## src/rtl/a2d_rr_scheduler_if.sv

```systemverilog
// Signal bundle between the A2D round-robin scheduler, its SPI master and its consumers.
// The master modport is the scheduler's view; the slave modport is the environment's view.
interface a2d_rr_scheduler_if;
  logic        nxt;
  logic        wrt;
  logic [15:0] wrt_data;
  logic        done;
  logic [15:0] rd_data;
  logic [11:0] lft_ld;
  logic [11:0] rght_ld;
  logic [11:0] steer_pot;
  logic [11:0] batt;
  logic        vld;
  logic        busy;
  logic        err;

  modport master (
    input  nxt, done, rd_data,
    output wrt, wrt_data, lft_ld, rght_ld, steer_pot, batt, vld, busy, err
  );

  modport slave (
    output nxt, done, rd_data,
    input  wrt, wrt_data, lft_ld, rght_ld, steer_pot, batt, vld, busy, err
  );
endinterface

```

## src/rtl/a2d_rr_scheduler.sv

```systemverilog
// Round-robin SPI A2D sequencer: left, right, steer, battery; one command + one read per channel.
// Optional transaction watchdog and sticky err flag enabled by defining A2D_WDOG_EN.
module a2d_rr_scheduler #(
  parameter logic [2:0]  CH_LFT     = 3'd0,
  parameter logic [2:0]  CH_RGHT    = 3'd4,
  parameter logic [2:0]  CH_STEER   = 3'd5,
  parameter logic [2:0]  CH_BATT    = 3'd6,
  parameter int unsigned GAP_CYCLES = 2
`ifdef A2D_WDOG_EN
  , parameter int unsigned WDOG_CYCLES = 65536
`endif
) (
  input  logic                  clk,
  input  logic                  rst,
  a2d_rr_scheduler_if.master    a2d
);

  typedef enum logic [1:0] {
    IDLE = 2'd0,
    CMD  = 2'd1,
    GAP  = 2'd2,
    RD   = 2'd3
  } state_t;

  localparam int unsigned    GW       = (GAP_CYCLES > 1) ? $clog2(GAP_CYCLES) : 1;
  localparam logic [GW-1:0]  GAP_LAST = GW'(GAP_CYCLES - 1);

  state_t        state_q, state_d;
  logic [1:0]    ch_idx_q, ch_idx_d;
  logic [GW-1:0] gap_q, gap_d;
  logic          wrt_q, wrt_d;
  logic [15:0]   wrt_data_q, wrt_data_d;
  logic [11:0]   lft_q, lft_d;
  logic [11:0]   rght_q, rght_d;
  logic [11:0]   steer_q, steer_d;
  logic [11:0]   batt_q, batt_d;
  logic          vld_q, vld_d;
  logic          done_ok;
  logic          rd_hi_unused;

`ifdef A2D_WDOG_EN
  localparam logic [15:0] WDOG_LAST = 16'(WDOG_CYCLES - 1);
  logic [15:0]   wdog_q, wdog_d;
  logic          err_q, err_d;
`endif

  function automatic logic [15:0] cmd_word(input logic [1:0] idx);
    logic [2:0] ch;
    case (idx)
      2'd0:    ch = CH_LFT;
      2'd1:    ch = CH_RGHT;
      2'd2:    ch = CH_STEER;
      default: ch = CH_BATT;
    endcase
    return {2'b00, ch, 11'h000};
  endfunction

  // A done that lands in the wrt cycle cannot belong to this transaction.
  assign done_ok      = a2d.done && !wrt_q;
  assign rd_hi_unused = ^a2d.rd_data[15:12];

  always_comb begin
    state_d    = state_q;
    ch_idx_d   = ch_idx_q;
    gap_d      = gap_q;
    wrt_d      = 1'b0;
    wrt_data_d = wrt_data_q;
    lft_d      = lft_q;
    rght_d     = rght_q;
    steer_d    = steer_q;
    batt_d     = batt_q;
    vld_d      = 1'b0;
`ifdef A2D_WDOG_EN
    err_d      = err_q;
    wdog_d     = wdog_q;
`endif

    case (state_q)
      IDLE: begin
        if (a2d.nxt) begin
          state_d    = CMD;
          ch_idx_d   = 2'd0;
          wrt_d      = 1'b1;
          wrt_data_d = cmd_word(2'd0);
`ifdef A2D_WDOG_EN
          err_d      = 1'b0;
`endif
        end
      end
      CMD: begin
        if (done_ok) begin
          state_d = GAP;
          gap_d   = '0;
        end
      end
      GAP: begin
        if (gap_q == GAP_LAST) begin
          state_d    = RD;
          wrt_d      = 1'b1;
          wrt_data_d = cmd_word(ch_idx_q);
        end else begin
          gap_d = gap_q + GW'(1);
        end
      end
      RD: begin
        if (done_ok) begin
          case (ch_idx_q)
            2'd0:    lft_d   = a2d.rd_data[11:0];
            2'd1:    rght_d  = a2d.rd_data[11:0];
            2'd2:    steer_d = a2d.rd_data[11:0];
            default: batt_d  = a2d.rd_data[11:0];
          endcase
          if (ch_idx_q == 2'd3) begin
            state_d = IDLE;
            vld_d   = 1'b1;
          end else begin
            state_d    = CMD;
            ch_idx_d   = ch_idx_q + 2'd1;
            wrt_d      = 1'b1;
            wrt_data_d = cmd_word(ch_idx_q + 2'd1);
          end
        end
      end
      default: state_d = IDLE;
    endcase

`ifdef A2D_WDOG_EN
    // Timeout takes priority only when no done arrived; partial results are kept.
    if (wrt_d) begin
      wdog_d = '0;
    end else if (state_q == CMD || state_q == RD) begin
      if (!done_ok && wdog_q == WDOG_LAST) begin
        state_d = IDLE;
        err_d   = 1'b1;
      end else begin
        wdog_d = wdog_q + 16'd1;
      end
    end
`endif
  end

  always_ff @(posedge clk or posedge rst) begin
    if (rst) begin
      state_q    <= IDLE;
      ch_idx_q   <= '0;
      gap_q      <= '0;
      wrt_q      <= 1'b0;
      wrt_data_q <= '0;
      lft_q      <= '0;
      rght_q     <= '0;
      steer_q    <= '0;
      batt_q     <= '0;
      vld_q      <= 1'b0;
    end else begin
      state_q    <= state_d;
      ch_idx_q   <= ch_idx_d;
      gap_q      <= gap_d;
      wrt_q      <= wrt_d;
      wrt_data_q <= wrt_data_d;
      lft_q      <= lft_d;
      rght_q     <= rght_d;
      steer_q    <= steer_d;
      batt_q     <= batt_d;
      vld_q      <= vld_d;
    end
  end

`ifdef A2D_WDOG_EN
  always_ff @(posedge clk or posedge rst) begin
    if (rst) begin
      wdog_q <= '0;
      err_q  <= 1'b0;
    end else begin
      wdog_q <= wdog_d;
      err_q  <= err_d;
    end
  end
  assign a2d.err = err_q;
`else
  assign a2d.err = 1'b0;
`endif

  assign a2d.wrt       = wrt_q;
  assign a2d.wrt_data  = wrt_data_q;
  assign a2d.lft_ld    = lft_q;
  assign a2d.rght_ld   = rght_q;
  assign a2d.steer_pot = steer_q;
  assign a2d.batt      = batt_q;
  assign a2d.vld       = vld_q;
  assign a2d.busy      = (state_q != IDLE);

endmodule

```

## src/flat_wrapper.sv

```systemverilog
// flat-port wrapper written by rule: the top's interface ports become plain ports
module a2d_rr_scheduler_flat 
#(
  parameter logic [2:0]  CH_LFT     = 3'd0,
  parameter logic [2:0]  CH_RGHT    = 3'd4,
  parameter logic [2:0]  CH_STEER   = 3'd5,
  parameter logic [2:0]  CH_BATT    = 3'd6,
  parameter int unsigned GAP_CYCLES = 2

)
  (clk, rst, a2d_nxt, a2d_done, a2d_rd_data, a2d_wrt, a2d_wrt_data, a2d_lft_ld, a2d_rght_ld, a2d_steer_pot, a2d_batt, a2d_vld, a2d_busy, a2d_err);
  a2d_rr_scheduler_if a2d_i ();
  input  logic clk;
  input  logic rst;
  input wire logic [$bits(a2d_i.nxt)-1:0] a2d_nxt;
  input wire logic [$bits(a2d_i.done)-1:0] a2d_done;
  input wire logic [$bits(a2d_i.rd_data)-1:0] a2d_rd_data;
  output wire logic [$bits(a2d_i.wrt)-1:0] a2d_wrt;
  output wire logic [$bits(a2d_i.wrt_data)-1:0] a2d_wrt_data;
  output wire logic [$bits(a2d_i.lft_ld)-1:0] a2d_lft_ld;
  output wire logic [$bits(a2d_i.rght_ld)-1:0] a2d_rght_ld;
  output wire logic [$bits(a2d_i.steer_pot)-1:0] a2d_steer_pot;
  output wire logic [$bits(a2d_i.batt)-1:0] a2d_batt;
  output wire logic [$bits(a2d_i.vld)-1:0] a2d_vld;
  output wire logic [$bits(a2d_i.busy)-1:0] a2d_busy;
  output wire logic [$bits(a2d_i.err)-1:0] a2d_err;
  assign a2d_i.nxt = a2d_nxt;
  assign a2d_i.done = a2d_done;
  assign a2d_i.rd_data = a2d_rd_data;
  assign a2d_wrt = a2d_i.wrt;
  assign a2d_wrt_data = a2d_i.wrt_data;
  assign a2d_lft_ld = a2d_i.lft_ld;
  assign a2d_rght_ld = a2d_i.rght_ld;
  assign a2d_steer_pot = a2d_i.steer_pot;
  assign a2d_batt = a2d_i.batt;
  assign a2d_vld = a2d_i.vld;
  assign a2d_busy = a2d_i.busy;
  assign a2d_err = a2d_i.err;
  a2d_rr_scheduler #(.CH_LFT(CH_LFT), .CH_RGHT(CH_RGHT), .CH_STEER(CH_STEER), .CH_BATT(CH_BATT), .GAP_CYCLES(GAP_CYCLES)) u_core (.clk(clk), .rst(rst), .a2d(a2d_i));
endmodule
```

## config.mk

```make
export PLATFORM = sky130hd
export DESIGN_NAME = a2d_rr_scheduler_flat
export DESIGN_NICKNAME = d
export VERILOG_FILES = /design/src/rtl/a2d_rr_scheduler_if.sv /design/src/rtl/a2d_rr_scheduler.sv /design/src/flat_wrapper.sv
export SDC_FILE = /design/constraint.sdc
export NUM_CORES = 1
export LEC_CHECK = 0
export CELL_PAD_IN_SITES_DETAIL_PLACEMENT = 0
export CELL_PAD_IN_SITES_GLOBAL_PLACEMENT = 1
export CORE_MARGIN = 4
export CORE_UTILIZATION = 39
export CTS_CLUSTER_DIAMETER = 200
export DETAILED_ROUTE_END_ITERATION = 8
export HOLD_SLACK_MARGIN = 0.03
export PLACE_DENSITY = 0.87
export SLEW_MARGIN = 5
export SYNTH_ARGS = -nofsm -noshare
export SYNTH_HDL_FRONTEND = slang
export SYNTH_SLANG_ARGS = --single-unit
```

## constraint.sdc

```tcl
create_clock -name clk -period 4.8 [get_ports clk]
set_clock_uncertainty 0.1 [all_clocks]
set_input_delay 0.48 -clock clk [delete_from_list [all_inputs] [get_ports clk]]
set_output_delay 0.48 -clock clk [all_outputs]
set_load 0.05 [all_outputs]
```

==> run_results.csv <==
group,metric,value,unit
outcome,run_status,"complete, no violations",
die,core,0.00646,sq mm
layout,fin_cells,344,
synth,ys_types,32,
setup_path,path_class,"reg2out",
drt,wl_met3,236,um
drt,wl_met2,2670,um
setup_path,cp_num_buf_inv,3,
sta,timing.final.max_slew_violations,0,
synth,synth.most_common_cell,"dfrtp_1",
layout,antenna_cells,0,
placement,hpwlAfterDp,3830,um
sta,fmax,381,MHz
sta,report.final.hold_viol_count,0,
global_routing,overflow,0,
layout,finalNetCount,296,
synth,syn-mean-instance-area,14.1,sq um
clock_tree,cts_made_buffers,9,
die,rows,29,
die,die_area,0.00811,sq mm
sta,period_share,54.6,%
drt,drc,0,
sta,tns,0,ns
synth,synth-edff-count,0,
synth,synth_seq_area_share,55.2,%
clock_tree,postCtsSetupBuffers,0,
die,die_h,90.1,um
drt,routed_via_density,4.80,
synth,synth_cells,186,
setup_path,path_common_cell,"inv_1",
drt,top_layer,"met4",
clock_tree,cts_root_buffer,"clkbuf_8",
drt,ant_nets,0,
setup_path,start_kind,"flop",
synth,synth_top_area_share,55.2,%
sta,rsz0062_at_grt,"false",
setup_path,path_cells,"inv_1, ha_1, inv_1, clkdlybuf4s50_1",
setup_path,cp_max_fo,6,
setup_path,end_kind,"output port",
drt,wl_per_cell,15.5,um
placement,placed_cells,328,
worst_hold_path,hp-class,"reg2reg",
sta,slew_headroom,53.0,%
synth,netlist_top_cells_area,"dfrtp_1 (55%), mux2_1 (22%), ha_1 (6.7%), buf_4 (4.0%), a2111oi_4 (1.0%)",
synth,synth-seq-cells,58,
clock_tree,clockBufferDepth,2,
placement,io_buffers,69,
global_routing,grt_max_degree,59,
synth,yosysTopAreaCell,"dfrtp_1",
clock_tree,htree_levels,3,
placement,gp_congestion,0.776,
drt,first_pass_iters,4,
die,io_pins,88,
clock_tree,cts_hold_buf,0,
sta,worst-slew-pin-transition,0.706,ns
sta,finalCriticalPeriod,2.62,ns
synth,synth_common_cells,"dfrtp_1 (58), mux2_1 (51), buf_4 (14), ha_1 (14), inv_1 (7)",
global_routing,grt_pass1_vias,1731,
global_routing,antenna_found_initial,0,
clock_tree,clock_latency,0.33,ns
synth,yosys_warnings,0,
drt,drt_wl_total,5350,um
synth,syn_area,0.00263,sq mm
setup_path,max_stage_delay,0.79,ns
clock_tree,cts.sinks,58,
synth,synth_async_sr_flop_share,100,%
drt,vias,1652,
sta,setup_viol,0,
clock_tree,cts.clk_slew.worst_paths,0.06,ns
clock_tree,post_cts_resized,0,
global_routing,grt_usage,13.8,%
sta,hold_ws,0.386,ns
die,initial_utilization,40.7,%
flow_run,drv_cap,0,
layout,final_layout_size_suffix_gt1_share,7.12,%
drt,met1Wirelength,2330,um
die,die_w,90.1,um
setup_path,crit_required,4.22,ns
layout,synthToLayoutAreaGrowth,35.7,%
synth,synth_ff_type,"dfrtp_1",
setup_path,arrival,2.04,ns
drt,drt_iter0_markers,36,
global_routing,grt_pass1_wl,8740,um
clock_tree,tritoncts,"done",
setup_path,cpLargestDelayFamily,"buffers and inverters",
setup_path,slowest_stage,"clkdlybuf4s50_1",
==> per-layer routing <==
| metal | vias to the layer above | GRT usage [%] |
|---|---|---|
| li1 | 776 | - |
| met1 | 821 | 16.5 |
| met2 | 45 | 23.0 |
| met3 | 10 | 3.01 |
| met4 | 0 | 8.04 |
| met5 | - | 0 |
==> logic make-up (layout without fill, tap and decap cells) <==
| kind of cell | after synthesis | after routing | synth area share [%] |
|---|---|---|---|
| DFF | 58 | 58 | 55.2 |
| muxes | 51 | 51 | 21.9 |
| buffers and inverters | 25 | 93 | 5.76 |
| and+or+nand+nor | 20 | 20 | 4.71 |
| AOI/OAI and AO/OA | 17 | 17 | 5.62 |
| adders and majority gates | 14 | 14 | 6.67 |
| other | 1 | 14 | 0.143 |
==> worst paths after layout <==
kind	from	end	slack, ns	cells past startpoint
max	u_core.state_q[0]	a2d_busy	2.18	4
min in group asynchronous	rst	u_core.a2d.batt[9]	0.56	3
min reg2reg	u_core.a2d.steer_pot[0]	u_core.a2d.steer_pot[0]	0.39	1
max in group asynchronous	rst	u_core.ch_idx_q[0]	3.57	3
max reg2reg	u_core.state_q[0]	u_core.a2d.batt[7]	2.57	4
min	u_core.a2d.steer_pot[0]	u_core.a2d.steer_pot[0]	0.39	1
==> registers in the layout, summed over array words and instances (netlist names) <==
signal / cells
u_core.state_q: 2
u_core.a2d.wrt: 1
u_core.ch_idx_q: 2
u_core.a2d.lft_ld: 12
u_core.a2d.rght_ld: 12
u_core.a2d.vld: 1
u_core.a2d.batt: 12
u_core.a2d.steer_pot: 12
u_core.a2d.wrt_data: 3
u_core.gap_q: 1
==> area by class of cell <==
| class | count | area (sq um) |
|---|---|---|
| sequential | 58 | 1450 |
| fill | 562 | 2890 |
| clock inverter | 5 | 77.6 |
| timing repair buffer | 70 | 698 |
| clock buffer | 11 | 141 |
| inverter | 7 | 26.3 |
| tap | 77 | 96.3 |
| multi-input combinational | 116 | 1070 |
==> cell usage in the layout, fill, tap and decap left out, types with 2 or more instances in the layout <==
cell              n
clkdlybuf4s50_1  69
a22o_1            2
dfrtp_1          58
mux2_1           51
nand2_1           4
nand2b_1          3
ha_1             14
bufinv_16         2
clkinv_2          2
conb_1           14
a21boi_1          2
nor2b_1           3
or2_1             2
nor3_1            2
inv_1             6
a21oi_1           2
clkbuf_8         10
==> per-stage QoR <==
step | area (sq um) | util, % | worst slack, ns
final | 3560 | 55.2 | 2.18
after global routing | 3560 | 55.2 | 2.05
after CTS | 3560 | 55.2 | 2.14
after detailed placement | 3350 | 51.8 | 2.34
after global placement | 3350 | 51.8 | 2.38
after floorplan | 2680 | - | 2.79
Power is not shown: default switching activity piles up to over one toggle a cycle in this logic, so the estimate is an artifact.
